**config.mk**
```make
export PLATFORM = sky130hd
export DESIGN_NAME = y_deskew_collector
export DESIGN_NICKNAME = d
export VERILOG_FILES = /design/src/rtl/y_deskew_collector.sv
export SDC_FILE = /design/constraint.sdc
export NUM_CORES = 1
export LEC_CHECK = 0
export CORE_AREA = 2 2 141 143
export DETAILED_ROUTE_END_ITERATION = 16
export DIE_AREA = 0 0 143 145
export SYNTH_ARGS = -nofsm -noshare
export SYNTH_HDL_FRONTEND = slang
export SYNTH_SLANG_ARGS = --single-unit
```
**constraint.sdc**
```tcl
create_clock -name clk -period 9.65 [get_ports clk]
set_clock_uncertainty 0.05 [all_clocks]
set_input_delay 1.93 -clock clk [delete_from_list [all_inputs] [get_ports clk]]
set_output_delay 1.93 -clock clk [all_outputs]
set_load 0.02 [all_outputs]
```
**src/rtl/y_deskew_collector.sv**
```systemverilog
// Removes the diagonal skew from the systolic array's result stream, buffers one
// N x N matrix and drains it as row-aligned packed rows over valid/ready.
module y_deskew_collector #(
  parameter int unsigned N = 4,
  parameter int unsigned W = 8
) (
  input  logic           clk,
  input  logic           rst,
  input  logic [W*N-1:0] y_in,
  input  logic           y_valid,
  output logic [W*N-1:0] out_data,
  output logic           out_valid,
  input  logic           out_ready,
  output logic           out_last,
  output logic           busy,
  output logic           done,
  output logic           overrun
);

  localparam int unsigned CW    = (2 * N - 1 > 1) ? $clog2(2 * N - 1) : 1;
  localparam int unsigned RW    = (N > 1) ? $clog2(N) : 1;
  localparam int unsigned CLAST = 2 * N - 2;

  typedef enum logic [1:0] {
    IDLE    = 2'd0,
    CAPTURE = 2'd1,
    DRAIN   = 2'd2
  } state_t;

  state_t          state, state_n;
  logic [CW-1:0]   cnt, cnt_n, cur_c;
  logic [RW-1:0]   rd, rd_n;
  logic            wr_en;
  logic            done_n;
  logic [W*N-1:0]  row_n;
  logic [W-1:0]    mem [N][N];

  // Next-state, counters and write strobe.
  always_comb begin
    state_n = state;
    cnt_n   = cnt;
    rd_n    = rd;
    cur_c   = cnt;
    wr_en   = 1'b0;
    done_n  = 1'b0;
    case (state)
      IDLE: begin
        if (y_valid) begin
          wr_en   = 1'b1;
          cur_c   = '0;
          cnt_n   = CW'(1);
          rd_n    = '0;
          state_n = (N == 1) ? DRAIN : CAPTURE;
        end
      end
      CAPTURE: begin
        if (y_valid) begin
          wr_en = 1'b1;
          cnt_n = cnt + CW'(1);
          if (cnt == CW'(CLAST)) begin
            state_n = DRAIN;
            rd_n    = '0;
          end
        end
      end
      DRAIN: begin
        if (out_ready) begin
          if (rd == RW'(N - 1)) begin
            state_n = IDLE;
            done_n  = 1'b1;
            rd_n    = '0;
            cnt_n   = '0;
          end else begin
            rd_n = rd + RW'(1);
          end
        end
      end
      default: state_n = IDLE;
    endcase
  end

  // Row about to be presented, forwarding any element written on this same edge.
  always_comb begin
    row_n = '0;
    for (int i = 0; i < int'(N); i++) begin
      row_n[W*i +: W] = mem[rd_n][i];
      if (wr_en && (cur_c == CW'(int'(rd_n) + i)))
        row_n[W*i +: W] = y_in[W*i +: W];
    end
  end

  // Lane i on valid cycle c holds element k = c - i.
  always_ff @(posedge clk) begin
    if (!rst && wr_en) begin
      for (int k = 0; k < int'(N); k++) begin
        for (int i = 0; i < int'(N); i++) begin
          if (cur_c == CW'(k + i))
            mem[k][i] <= y_in[W*i +: W];
        end
      end
    end
  end

  always_ff @(posedge clk) begin
    if (rst) begin
      state     <= IDLE;
      cnt       <= '0;
      rd        <= '0;
      out_data  <= '0;
      out_valid <= 1'b0;
      out_last  <= 1'b0;
      busy      <= 1'b0;
      done      <= 1'b0;
      overrun   <= 1'b0;
    end else begin
      state     <= state_n;
      cnt       <= cnt_n;
      rd        <= rd_n;
      out_valid <= (state_n == DRAIN);
      out_last  <= (state_n == DRAIN) && (rd_n == RW'(N - 1));
      busy      <= (state_n != IDLE);
      done      <= done_n;
      if (state == DRAIN && y_valid)
        overrun <= 1'b1;
      if (state_n == DRAIN)
        out_data <= row_n;
    end
  end

endmodule

```
Word level (Yosys, flattened, before mapping). Memory sizes are Yosys's and may differ from the RTL's. A register that Yosys moved wholly into a read port is not among the register bits. Cells that the tools add are included.

Memory bits (read-only): 0. Output and inout port bits: 37. Word-level logic and storage cells: 83. Bits in registers: 12. Memories kept: 1. Latch bits: 0. Bits in writable memories: 128.

Memory list: mem (words 4, bits a word 32, rd ports 1, clocked after Yosys merged registers in 1, wr ports 4, RTL line 36) `logic [W-1:0] mem [N][N];`.

Shifts and indexed selects: 0. Bitwise logic cells: 2. $lt $le $gt $ge: 0. Reductions and logical operators: 11. Eq/ne operators: 16. $mul: 0. Mux-type cells: 43. $add $sub $neg: 2. Divide/modulo/power cells: 0.

Operators by type and width (count): 1-bit two-way mux (24); 2-bit two-way mux (10); 3-bit two-way mux (6); 3-bit == test, second input constant (4); 2-bit one-hot mux with 3 select lines (2); 3-bit one-hot mux with 3 select lines (1); 2-bit == test, second input constant (4); 2-bit inequality test, second input constant (4); 3-bit by 2-bit == test with 1-bit output, second input constant (2); 5-bit AND reduction (1); 3-bit by 1-bit adder with 3-bit output, second input constant (1); 3-bit by 1-bit == test with 1-bit output, second input constant (1); 1-bit logical AND (3); 3-bit logical NOT (1); 3-bit nonzero test (1); 3-bit OR reduction (1); 2-bit by 1-bit adder with 2-bit output, second input constant (1); 2-bit by 1-bit == test with 1-bit output, second input constant (1); 2-bit logical NOT (1); 1-bit NOT (2); 2-bit nonzero test (1); 2-bit OR reduction (1); 1-bit logical NOT (1).

Longest topological paths before layout. Gate-level depths: netlist (run 1).

Depth in word-level cells: 6. Mapped depth: 10. Gate-level depth less buffers: 7.

Worst setup path after synthesis (run 1). Ideal clock, no wire load.

Path kind: input to register. Start: input rst. End: memory mem[0][0] (netlist name), enable pin. Data arrival time: 4.605 ns. Buffers on the path: 1. Setup slack: 4.534 ns. Stages on the path: 4. Data required time: 9.139 ns. Cells stage by stage: clkbuf_1 > nor2b_1 > nand3b_1 > nor3_1.

RTL lines: start, declared (RTL line 8) `input logic rst,`; end, declared (RTL line 36).

Final worst setup path (run 1).
Start: input y_valid. End: register out_data[29] (read register of mem).

Longest elaborated chain between the ends: 3.

Ends and longest elaborated chain: start, declared (RTL line 10) `input logic y_valid,`; 2-bit two-way mux (on tied branches) (RTL line 57, 48); 2-bit one-hot mux with 3 select lines (RTL line 46) `case (state)`; 2-bit == test (RTL line 125) `if (state_n == DRAIN)`; end, declared (RTL line 11) `output logic [W*N-1:0] out_data,`.

Several ways; a longest one is shown, not always the timed one. A chain may end at the register's enable or synchronous reset.

==> results.json, run 1 <==
{
  "finalWeightedCongestion": 0.701,
  "setup_viol": 0,
  "htreeDepth": 4,
  "clock_latency_ns": 0.42,
  "worstPathMaxFanout": 66,
  "path_clk_slew_ns": 0.06,
  "syn_avg_cell_area_sq_um": 14.8,
  "max-slew-margin-rel_pct": 30.2,
  "fp-row-count": 51,
  "place_area_sq_um": 7910,
  "rsz0062_at_grt": "no",
  "grt_max_degree": 67,
  "status": "completed",
  "ctsHoldBuffers": 0,
  "die_area_sq_um": 20700,
  "hpwl_mm": 8.38,
  "synthFlopType": "edfxtp_1",
  "die_x_microns": 143,
  "crit_type": "in2reg",
  "clock-sinks": 172,
  "antenna_found_initial": 0,
  "arrival_ns": 4.53,
  "power_density_nw_per_um2": 177,
  "max-cap-violations": 0,
  "place_ws_ns": 4.92,
  "synth-edff-count": 128,
  "min_path_cells": 2,
  "firstDrtPassIters": 4,
  "wl_per_cell_microns": 17.6,
  "min_period_over_period_pct": 44.7,
  "final_util_pct": 44.2,
  "clock.fmax_mhz": 232,
  "fin_area_sq_um": 8490,
  "post_cts.repair.setup_buffers": 0,
  "synth_seq_cells": 172,
  "ir_worst_vdd_mv": 0.128,
  "post-route-min-period_ns": 4.31,
  "synth_nets": 514,
  "ys.warnings.count": 0,
  "initial_core_util_pct": 36.3,
  "holdCritPathClass": "reg2reg",
  "syn_inst": 470,
  "clock_path_buffers": 2,
  "postRouteAntennaNets": 0,
  "grt_pass1_wl_mm": 22.7,
  "ys_types": 44,
  "worstMarginPinSlew_ns": 1.05,
  "die_y_microns": 145,
  "post_cts_resized": 0,
  "grt_usage_pct": 14.6,
  "crit_path_end_kind": "flop",
  "drc": 0,
  "cp_data_required_time_ns": 9.87,
  "setup-tns-final_ns": 0,
  "postLayoutSetupSlackWorst_ns": 5.34,
  "critPathLaunchType": "primary input",
  "maxSlewViolCount": 0,
  "viasPerCell": 4.99,
  "core_sq_um": 19200,
  "ff2ff_path_depth": 8,
  "initialDrtViolationCount": 266,
  "gr-total-overflow": 0,
  "hold_viol_final": 0,
  "diodes": 0,
  "synthToLayoutAreaGrowth_pct": 21.8,
  "fill_cells": 1705,
  "tritoncts": "built",
  "layout-drive-gt1-share_pct": 12.4,
  "static-leakage-power_uw": 0.00269,
  "synth_async_sr_flop_share_pct": 0,
  "nNetsFinal": 580,
  "yosysSeqAreaShare_pct": 67.8,
  "cts-root-buf": "clkbuf_16",
  "cts_buffers": 17,
  "first_global_vias": 4128,
  "vias": 4059,
  "synthesis.area_sq_um": 6970,
  "portBuffers": 72,
  "num_io_pins": 73,
  "totalWireLength_mm": 14.3
}
## registers in the layout, indices dropped and copies added (netlist names)
signal,flops
out_valid,1
overrun,1
rd,2
mem,128
cnt,3
done,1
out_last,1
busy,1
out_data,32
state,2
## area by class of cell
cell class / instances / area (sq um) / share of cell area, %
Clock inverter: 12 / 123 / 1.45
Clock buffer: 20 / 457 / 5.38
Tap cell: 265 / 332 / 3.91
Timing Repair Buffer: 79 / 773 / 9.11
Sequential cell: 172 / 4720 / 55.7
Multi-Input combinational cell: 229 / 1940 / 22.8
Inverter: 37 / 139 / 1.64
## where the power goes
group	switching (uW)	leakage (uW)	internal (uW)	total, uW
logic	25.7	0.000908	19.8	45.5
registers	2.10	0.00151	799	801
clock network	267	0.000278	392	659
total	295	0.00269	1210	1510
## routing by layer
metal | global-route usage (%) | vias to the layer above | wire length [microns] | share of wire, %
met5 | 0 | - | 0 | 0
met4 | 5.74 | 0 | 84 | 0.59
met3 | 4.03 | 8 | 593 | 4.1
met2 | 24.3 | 78 | 7430 | 52
met1 | 17.9 | 2035 | 6220 | 43
li1 | - | 1938 | - | -
## cell families (layout without fill, tap and decap cells)
logic type      Yosys count  in the layout  synth area share (%)
compound gates          118            118                  15.2
mux                      32             32                  4.60
flops                   172            172                  67.8
simple gates             71             71                  6.12
buf+inv                  69            148                  4.78
fa+ha+maj                 8              8                  1.44
## layout by cell type (no fill, tap or decap), types with 13 or more instances in the layout
cell type and instances:
o221ai_2 19, clkdlybuf4s50_1 72, clkbuf_16 17, dfxtp_1 44, o211ai_1 32, edfxtp_1 128
a21boi_0 32, mux2i_1 32, o221ai_1 13, inv_1 37, and3_1 33
## stage by stage
stage / hold slack (ns) / total power [uW] / std cells
after global routing: 0.470 / 1560 / 814
after detailed placement: 0.413 / 862 / 782
after floorplan: 0.455 / 836 / 470
after global placement: 0.407 / 861 / 782
after CTS: 0.431 / 1520 / 814
final: 0.419 / 1510 / 814
## Yosys cell counts (2+ instances only)
| cell type | number | area share, % |
|---|---|---|
| mux2i_1 | 32 | 4.6 |
| o211ai_1 | 32 | 3.4 |
| clkbuf_1 | 14 | 0.75 |
| buf_2 | 8 | 0.57 |
| a21boi_0 | 32 | 3.4 |
| nor3_1 | 2 | 0.14 |
| a21boi_1 | 2 | 0.22 |
| ha_1 | 8 | 1.4 |
| nand4b_1 | 2 | 0.25 |
| or2_2 | 2 | 0.18 |
| nand3b_1 | 2 | 0.22 |
| o21ai_0 | 3 | 0.22 |
| o221ai_2 | 19 | 4.1 |
| o221ai_1 | 13 | 1.6 |
| nor2_1 | 11 | 0.59 |
| edfxtp_1 | 128 | 55 |
| buf_4 | 2 | 0.22 |
| buf_6 | 7 | 1.1 |
| a21oi_1 | 7 | 0.50 |
| inv_1 | 37 | 2.0 |
| dfxtp_1 | 44 | 13 |
| and3_1 | 33 | 3.0 |
| nor2b_1 | 4 | 0.36 |
| nand2_1 | 6 | 0.32 |
## critical path, stage by stage
cell and delay, ns:
clkdlybuf4s50_1 0.57, o21ba_1 0.22, o41ai_4 0.28, buf_4 0.52, nand2_4 0.50, mux2i_1 0.34
o221ai_2 0.12
## worst paths after layout
| check | from | end | slack, ns |
|---|---|---|---|
| worst min register to register | overrun | overrun | 0.42 |
| worst min-delay path | overrun | overrun | 0.42 |
| worst max register to register | state[1] | out_data[29] | 6.62 |
| worst max-delay path | y_valid | out_data[29] | 5.34 |
Note: power is estimated with default switching activity, not from simulation.
==> run 2: changes to the inputs <==
==> constraint.sdc (replaced) <==
create_clock -name clk -period 3.9 [get_ports clk]
set_clock_uncertainty 0.05 [all_clocks]
set_input_delay 0.78 -clock clk [delete_from_list [all_inputs] [get_ports clk]]
set_output_delay 0.78 -clock clk [all_outputs]
set_load 0.02 [all_outputs]
==> results.json, run 2 (same netlist as run 1, synthesis figures left out) <==
{
  "hold_viol_final": 0,
  "portBuffers": 72,
  "initialDrtViolationCount": 266,
  "clkPwrFrac_pct": 44.0,
  "finalWeightedCongestion": 0.809,
  "setup_viol": 0,
  "max-cap-violations": 0,
  "ir_worst_vdd_mv": 0.301,
  "postRouteAntennaNets": 0,
  "post_cts.repair.setup_buffers": 0,
  "ctsHoldBuffers": 0,
  "grt_usage_pct": 14.5,
  "mostFrequentLayoutCell": "edfxtp_1",
  "holdCritPathClass": "reg2reg",
  "p_comb_share_pct": 3.1,
  "swShare_pct": 18.6,
  "met2_usage_pct": 24.5,
  "cts_buffers": 17,
  "final_cell_mix": "128 x edfxtp_1, 72 x clkdlybuf4s50_1, 44 x dfxtp_1",
  "clock_latency_ns": 0.42,
  "worstMarginPinSlew_ns": 0.652,
  "power_density_nw_per_um2": 437,
  "arrival_ns": 3.05,
  "largestRegisters": "mem (128), out_data (32), cnt (3)",
  "largest_register": "mem",
  "clock.fmax_mhz": 361,
  "first_global_vias": 4077,
  "largest_reg_flops": 128,
  "vias": 4056,
  "tritoncts": "built",
  "htreeDepth": 4,
  "synthToLayoutAreaGrowth_pct": 23.1,
  "clock_path_buffers": 2,
  "num_io_pins": 73,
  "setup-tns-final_ns": 0,
  "viasPerCell": 4.93,
  "post_cts_resized": 0,
  "crit_path_end_kind": "flop",
  "die_x_microns": 143,
  "post-route-min-period_ns": 2.77,
  "seqPwrFrac_pct": 52.8,
  "hpwl_mm": 8.71,
  "grt_util_met1_pct": 17.9,
  "nNetsFinal": 588,
  "cts-root-buf": "clkbuf_16",
  "die_y_microns": 145,
  "diodes": 0,
  "drc": 0,
  "antenna_found_initial": 0,
  "p_int_uw": 3050,
  "max-slew-margin-rel_pct": 56.5,
  "grtUsageMet3_pct": 3.47,
  "worstPathMaxFanout": 32,
  "firstDrtPassIters": 4,
  "die_area_sq_um": 20700,
  "initial_core_util_pct": 36.3,
  "wl_per_cell_microns": 17.7,
  "clock-sinks": 172,
  "min_period_over_period_pct": 71.1,
  "static-leakage-power_uw": 0.00275,
  "grt_pass1_wl_mm": 22.4,
  "gr-total-overflow": 0,
  "final_util_pct": 44.7,
  "layout-drive-gt1-share_pct": 13.3,
  "grt_busiest_layer": "met2",
  "maxSlewViolCount": 0,
  "path_clk_slew_ns": 0.06,
  "p_switching_uw": 699,
  "totalWireLength_mm": 14.5,
  "fill_cells": 1700,
  "seqCellArea_sq_um": 4720,
  "crit_type": "in2reg",
  "core_sq_um": 19200,
  "grt_max_degree": 42,
  "rsz0062_at_grt": "no",
  "critPathLaunchType": "primary input",
  "fp-row-count": 51,
  "cp_data_required_time_ns": 4.18,
  "status": "completed",
  "multi_input_area_sq_um": 1950
}
-- run 2: cell types whose count changed in the layout (fill, tap and decap cells not counted), sizes merged --
cell | before | now
clkinv | 8 | 4
clkinvlp | 2 | 1
buf | 7 | 15
clkbuf | 20 | 25
-- run 2: per-stage QoR --
step	hold WS, ns	std cells	area [sq um]	power [uW]	worst slack [ns]
floorplan	0.455	470	6970	2070	0.905
global placement	0.406	790	7990	2130	0.727
detailed placement	0.412	790	7990	2140	0.690
CTS	0.426	822	8580	3790	1.12
global route	0.480	822	8580	3870	0.976
finish	0.425	822	8580	3750	1.13
-- run 2: final cells by class --
| class | count | area share [%] |
|---|---|---|
| repair buffers | 87 | 9.86 |
| clock buffers | 25 | 5.89 |
| multi-input cells | 229 | 22.7 |
| flip-flops and latches | 172 | 55.1 |
| well taps | 265 | 3.87 |
| clock inverters | 7 | 0.992 |
| inverters | 37 | 1.62 |
-- run 2: critical path: stages --
cell,delay (ns)
clkdlybuf4s50_1,0.58
o21ba_1,0.24
o41ai_1,0.53
o31ai_4,0.15
nand2b_4,0.45
o221ai_1,0.30
-- run 2: path summary, 6_finish.rpt --
check | startpoint | end | slack [ns] | depth (start not counted)
worst min register to register | overrun | overrun | 0.42 | 2
worst max register to register | state[0] | out_data[13] | 1.26 | 8
worst min-delay path | overrun | overrun | 0.42 | 2
worst max-delay path | y_valid | out_data[13] | 1.13 | 6
-- run 2: power by group through the flow --
stage	registers [uW]	clock network, uW	logic [uW]
floorplan	2020	0	47.1
global placement	2020	0	115
detailed placement	2020	0	118
CTS	1980	1690	118
global route	1980	1760	127
finish	1980	1650	117
-- run 2: routing by layer --
metal  routed length [microns]  vias up
li1                          -     1946
met5                         0        -
met2                      7540       79
met4                       210        0
met3                       627       18
met1                      6170     2013
